[src/rtl/freq_div_pkg.sv]
// Shared defaults and helpers for the multi-channel event divider.
// Optional toggle outputs are enabled with FREQ_DIV_TOGGLE_EN.
package freq_div_pkg;

   localparam int DEF_CHANNELS = 4;
   localparam int DEF_WIDTH    = 8;
   localparam int DIV_OFF      = 0;

   // Low bit index of channel k inside a packed CHANNELS*WIDTH bus
   function automatic int slice_lo(input int k, input int width);
      return k * width;
   endfunction

endpackage

[src/rtl/freq_div_chan.sv]
// One divider channel: phase counter, wrap compare, registered tick.
// Builds a toggle output when FREQ_DIV_TOGGLE_EN is defined.
module freq_div_chan
   import freq_div_pkg::*;
#(
   parameter int WIDTH = DEF_WIDTH
) (
   input  logic             clk,
   input  logic             reset,
   input  logic             run,
   input  logic             restart,
   input  logic             cnt_en,
   input  logic [WIDTH-1:0] div,
   output logic             tick,
   output logic [WIDTH-1:0] phase,
   output logic             busy
`ifdef FREQ_DIV_TOGGLE_EN
   ,
   output logic             tgl
`endif
);

   localparam logic [WIDTH-1:0] DIV_OFF_W = WIDTH'(DIV_OFF);
   localparam logic [WIDTH-1:0] ONE       = WIDTH'(1);

   logic [WIDTH-1:0] phase_d, phase_q;
   logic             tick_d, tick_q;
`ifdef FREQ_DIV_TOGGLE_EN
   logic             tgl_d, tgl_q;
`endif

   // A >= compare so a divisor shrunk below the current phase wraps on the next event
   always_comb begin
      phase_d = phase_q;
      tick_d  = 1'b0;
`ifdef FREQ_DIV_TOGGLE_EN
      tgl_d   = tgl_q;
`endif
      if (restart) begin
         phase_d = '0;
`ifdef FREQ_DIV_TOGGLE_EN
         tgl_d   = 1'b0;
`endif
      end else if (div == DIV_OFF_W) begin
         phase_d = '0;
      end else if (run && cnt_en) begin
         if (phase_q >= div - ONE) begin
            phase_d = '0;
            tick_d  = 1'b1;
`ifdef FREQ_DIV_TOGGLE_EN
            tgl_d   = ~tgl_q;
`endif
         end else begin
            phase_d = phase_q + ONE;
         end
      end
   end

   always_ff @(posedge clk) begin
      if (reset) begin
         phase_q <= '0;
         tick_q  <= 1'b0;
`ifdef FREQ_DIV_TOGGLE_EN
         tgl_q   <= 1'b0;
`endif
      end else begin
         phase_q <= phase_d;
         tick_q  <= tick_d;
`ifdef FREQ_DIV_TOGGLE_EN
         tgl_q   <= tgl_d;
`endif
      end
   end

   assign tick  = tick_q;
   assign phase = phase_q;
   assign busy  = (div != DIV_OFF_W) && run;
`ifdef FREQ_DIV_TOGGLE_EN
   assign tgl   = tgl_q;
`endif

endmodule

[src/rtl/freq_div_multi.sv]
// N independent programmable event dividers sharing run/restart/reset.
// Define FREQ_DIV_TOGGLE_EN to add per-channel square-wave toggle outputs (tgl).
module freq_div_multi
   import freq_div_pkg::*;
#(
   parameter int CHANNELS = DEF_CHANNELS,
   parameter int WIDTH    = DEF_WIDTH
) (
   input  logic                      clk,
   input  logic                      reset,
   input  logic                      run,
   input  logic                      restart,
   input  logic [CHANNELS-1:0]       cnt_en,
   input  logic [CHANNELS*WIDTH-1:0] div,
   output logic [CHANNELS-1:0]       tick,
   output logic [CHANNELS*WIDTH-1:0] phase,
   output logic [CHANNELS-1:0]       busy
`ifdef FREQ_DIV_TOGGLE_EN
   ,
   output logic [CHANNELS-1:0]       tgl
`endif
);

   for (genvar k = 0; k < CHANNELS; k++) begin : g_chan
      freq_div_chan #(
         .WIDTH (WIDTH)
      ) u_chan (
         .clk     (clk),
         .reset   (reset),
         .run     (run),
         .restart (restart),
         .cnt_en  (cnt_en[k]),
         .div     (div[slice_lo(k, WIDTH) +: WIDTH]),
         .tick    (tick[k]),
         .phase   (phase[slice_lo(k, WIDTH) +: WIDTH]),
         .busy    (busy[k])
`ifdef FREQ_DIV_TOGGLE_EN
         ,
         .tgl     (tgl[k])
`endif
      );
   end

endmodule

[config.mk]
export PLATFORM = sky130hd
export DESIGN_NAME = freq_div_multi
export DESIGN_NICKNAME = d
export VERILOG_FILES = /design/src/rtl/freq_div_pkg.sv /design/src/rtl/freq_div_chan.sv /design/src/rtl/freq_div_multi.sv
export SDC_FILE = /design/constraint.sdc
export NUM_CORES = 1
export LEC_CHECK = 0
export CORE_MARGIN = 2
export CORE_UTILIZATION = 35
export CTS_CLUSTER_DIAMETER = 50
export DETAILED_ROUTE_END_ITERATION = 7
export SLEW_MARGIN = 20
export SYNTH_ARGS = -nofsm -noshare
export SYNTH_HDL_FRONTEND = slang
export SYNTH_HIERARCHICAL = 1
export SYNTH_SLANG_ARGS = --single-unit
export TNS_END_PERCENT = 50
[constraint.sdc]
create_clock -name clk -period 2.25 [get_ports clk]
set_clock_uncertainty 0.2 [all_clocks]
set_input_delay 0.45 -clock clk [delete_from_list [all_inputs] [get_ports clk]]
set_output_delay 0.45 -clock clk [all_outputs]
set_load 0.02 [all_outputs]
Word level (Yosys, flattened, before mapping)
Cells that the tools add are included.

Reduce and logical (&&, ||, !) cells: 24. Add/subtract/negate cells: 8. Bitwise gates (word level): 4. Mux-type cells: 8. Magnitude comparators: 4.

Operator list (count): 8-bit by 1-bit adder with 8-bit output, second input constant (4); 8-bit greater-or-equal comparator (4); 8-bit zero test (4); 8-bit 2-to-1 mux (4); 8-bit nonzero test (4); 8-bit by 1-bit subtractor with 8-bit output, second input constant (4); 4-bit OR reduction (4); 3-bit OR reduction (4); 1-bit logical AND (8); 1-bit 2-to-1 mux (4); 1-bit NOT (4).

Word-level logic and storage cells: 56. Register bits: 36. Output and inout bits: 40.

Depth between registers and ports, before layout
Word-level depth: 3. Mapped depth: 10. Mapped depth without buffers: 10.

Hierarchy
The synthesis kept the hierarchy.

By module, submodules not included: freq_div_chan (cells each 82, times used 4, area each 752.0 um2).

Worst setup path after synthesis
Ideal clock, no wire load.

Path type: in2reg. Start: input div[0]. End: register g_chan[0].u_chan.tick_q. Path slack: -0.056 ns. Cell stages on the path: 9. Data arrival time: 2.046 ns. Required time: 1.990 ns. Path through: inv_1 ha_1 nand2b_1 nor4_1 xnor2_1 ha_1 nand4_1 o31ai_4 and2_1.

Longest elaborated chain between the ends: 3. Elaborated cells between the ends (all ways): 5.

Ends and longest elaborated chain: from (decl) (RTL line freq_div_multi.sv:14) `input logic [CHANNELS*WIDTH-1:0] div,`; 8-bit by 1-bit subtractor with 8-bit output (RTL line freq_div_chan.sv:47) `if (phase_q >= div - ONE) begin`; 8-bit greater-or-equal comparator (RTL line freq_div_chan.sv:47); 1-bit 2-to-1 mux (RTL line freq_div_chan.sv:47); to (signal assigned) (RTL line freq_div_chan.sv:68) `tick_q <= tick_d;`; to (decl) (RTL line freq_div_chan.sv:27) `logic tick_d, tick_q;`.

Parallel ways exist; a longest one is shown, timed or not. A chain may end at the register's enable or synchronous reset.

Worst setup path in the final report
Start: input div[8]. End: register g_chan[1].u_chan.phase_q[6].

Longest elaborated chain between the ends: 3. Elaborated cells between the ends (all ways): 5.

Ends and longest elaborated chain: 8-bit by 1-bit subtractor with 8-bit output (RTL line freq_div_chan.sv:47); 8-bit greater-or-equal comparator (RTL line freq_div_chan.sv:47); 8-bit 2-to-1 mux (RTL line freq_div_chan.sv:47); to (signal assigned) (RTL line freq_div_chan.sv:67) `phase_q <= phase_d;`; to (decl) (RTL line freq_div_chan.sv:26) `logic [WIDTH-1:0] phase_d, phase_q;`.

Parallel ways exist; a longest one is shown, timed or not.

==> flow_metrics.tcl <==
set metrics [dict create \
    coreArea_sq_um 8258 \
    synth_ff_type "dfxtp_1" \
    dr.pass1.iters 4 \
    fp.dieH_um 96.71 \
    ys_ff_latch 36 \
    hold_violations 0 \
    avgSynthCellArea_sq_um 9.170 \
    io_buffers 79 \
    path_clk_slew_ps 80 \
    dieArea_sq_um 9352 \
    synth_area_leader_cell "dfxtp_1" \
    grt_pass1_vias 2961 \
    fin_cells 617 \
    slew_headroom_pct 69.56 \
    syn-num-nets 412 \
    initial_core_util_pct 36.42 \
    pin_count 80 \
    seq_area_frac_synth_pct 23.96 \
    period_needed_ps 2250 \
    r2r_slack_ps 400 \
    grt_max_degree 13 \
    avgRoutedWirePerCell_um 13.05 \
    cts_buffers 5 \
    cts_tree "yes" \
    power.density_nw_per_um2 329.0 \
    setup_viol 1 \
    worstMarginPinSlew_ps 455.1 \
    clock-sinks 36 \
    overflow 0 \
    cts_max_level 2 \
    start_kind "primary input" \
    num_rows 33 \
    met1_usage_pct 20.81 \
    synth_area_sq_um 3008 \
    route.final.wire_length_mm 8.049 \
    clock_latency_ps 280 \
    cts_buffer_depth 2 \
    gp_congestion 0.7777 \
    nNetsFinal 595 \
    yosys-top-cells-count "ha_1 (44), xnor2_1 (44), dfxtp_1 (36), nor2_1 (36)" \
    cp-end-kind "register" \
    cp.arrival_ps 2260 \
    drtIter0Drc 20 \
    vias 2952 \
    cp_max_fo 5 \
    die_w_um 96.71 \
    max-vdd-ir-drop_mv 0.2890 \
    slew_viol_final 0 \
    ys_warn_count 6 \
    clockRootBuffer "clkbuf_8" \
    synthDistinctLibCells 24 \
    grt_antenna_before_repair 0 \
    worstHoldStart "g_chan[2].u_chan/phase[7]$_SDFFE_PP0P_" \
    rsz0062_at_grt "yes" \
    synth_cells 328 \
    grt_first_pass_wirelength_mm 13.42 \
    dpl.hpwl_mm 6.175 \
    worst_hold_path_type "reg -> reg" \
    synth.area.top_cells "dfxtp_1 (24%), ha_1 (18%), xnor2_1 (13%)" \
    drive_gt1_share_pct 40.63 \
    synth_enable_flop_cells 0 \
    antenna_left 0 \
    failed_checks "setup timing" \
    use_met2_pct 30.34 \
    dp_slack_ps -701.3 \
    via_per_inst 4.784 \
    diodes 0 \
    drc 0 \
    fill_cells 726 \
    crit_required_ps 2250 \
    status "finished with violations" \
    min_period_over_period_pct 100.0 \
    critical_path_class "in -> reg" \
    cellLeakagePower_uw 0.002048 \
    fmax_mhz 444.4 \
    crit_start "div[8]" \
    grtUsageTotal_pct 16.66 \
    area_growth_pct 71.71 \
    grt_use_met3_pct 2.529 \
    maxCapViolations 0 \
    r2r_start "g_chan[2].u_chan/phase[0]$_SDFFE_PP0P_" \
    layout_setup_ws_ps -0.4270 \
    synth-async-reset-ratio_pct 0 \
    dp.cells 590 \
    synthDominantCellAreaShare_pct 23.96 \
    p_total_uw 1699 \
    globalRoute.busiestLayer "met2" \
]
-- metal layers --
metal / vias up / wire (um)
met4: 0 / 54
met5: - / 0
met1: 1379 / 3555
met3: 4 / 206
met2: 42 / 4233
li1: 1527 / -
-- cells by family after synthesis --
kind of cell,Yosys count,share of synthesized area (%)
mux,4,1.331
xor+xnor,52,15.14
simple gates,132,24.79
fa+ha+maj,44,18.30
compound gates,36,13.48
buf+inv,24,2.995
flops,36,23.96
-- metrics by stage --
step	area, sq um	hold WS (ps)	utilization, %	TNS (ps)
finish	5165	376.5	62.55	-0.4270
floorplan	3033	401.5	-	0
CTS	4941	385.4	59.83	-1.086
global placement	4553	361.3	55.14	-22680
global route	5165	432.3	62.55	-1162
detailed placement	4553	373.5	55.14	-24810
-- flip-flops by register name, indices dropped and copies added (netlist names) --
| signal | count |
|---|---|
| g_chan.u_chan/tick | 4 |
| g_chan.u_chan/phase | 32 |
-- what timing repair did --
action	in CTS	in global routing
hold buffers	0	0
gates resized for setup	183	56
cloned	1	0
pin swaps	41	40
endpoints found under the setup margin	40	39
buffers inserted	16	2
-- cell type report --
class | instances | area, sq um | area share [%]
clock buffer | 5 | 68.82 | 1.332
clock inverter | 3 | 42.54 | 0.8236
inverter | 24 | 100.1 | 1.938
multi-input combinational | 268 | 2551 | 49.39
sequential | 36 | 720.7 | 13.95
tap | 105 | 131.4 | 2.544
timing repair buffer | 176 | 1550 | 30.01
-- report_power, final --
part | leakage, uW | total [uW] | internal (uW) | switching (uW)
combinational | 0.00170 | 472 | 264 | 208
clock | 0.0000541 | 584 | 328 | 255
sequential | 0.000290 | 643 | 640 | 3.76
-- final timing paths --
path	endpoint	depth (start not counted)
max	g_chan[1].u_chan/phase[6]$_SDFFE_PP0P_	11
max reg2reg	g_chan[2].u_chan/phase[5]$_SDFFE_PP0P_	7
min reg2reg	g_chan[2].u_chan/phase[7]$_SDFFE_PP0P_	2
min	g_chan[2].u_chan/phase[7]$_SDFFE_PP0P_	2
-- worst max-delay path, stage by stage --
cell     delay, ps
buf_4          110
inv_4           40
ha_4           160
buf_4          130
xnor2_2        130
ha_1           310
a211o_1        330
a31oi_4        180
o31ai_4        110
buf_6          150
nor3b_4        170
-- cells in the final DEF (no fill, tap or decap), drive strengths merged, types with 2 or more instances in the layout --
master / count
inv: 24
nor3b: 24
a31oi: 8
and2: 4
clkdlybuf4s15: 2
o31ai: 4
nand2b: 8
o22a: 4
a211o: 4
clkdlybuf4s50: 47
nor2: 36
o211ai: 4
xor2: 8
clkbuf: 7
a311oi: 4
mux2i: 4
nand3: 8
nor3: 8
ha: 44
dfxtp: 36
nand2: 24
nor4: 8
a21oi: 8
buf: 125
xnor2: 44
nand4: 12
No activity file was read; power rests on OpenSTA's default activity.
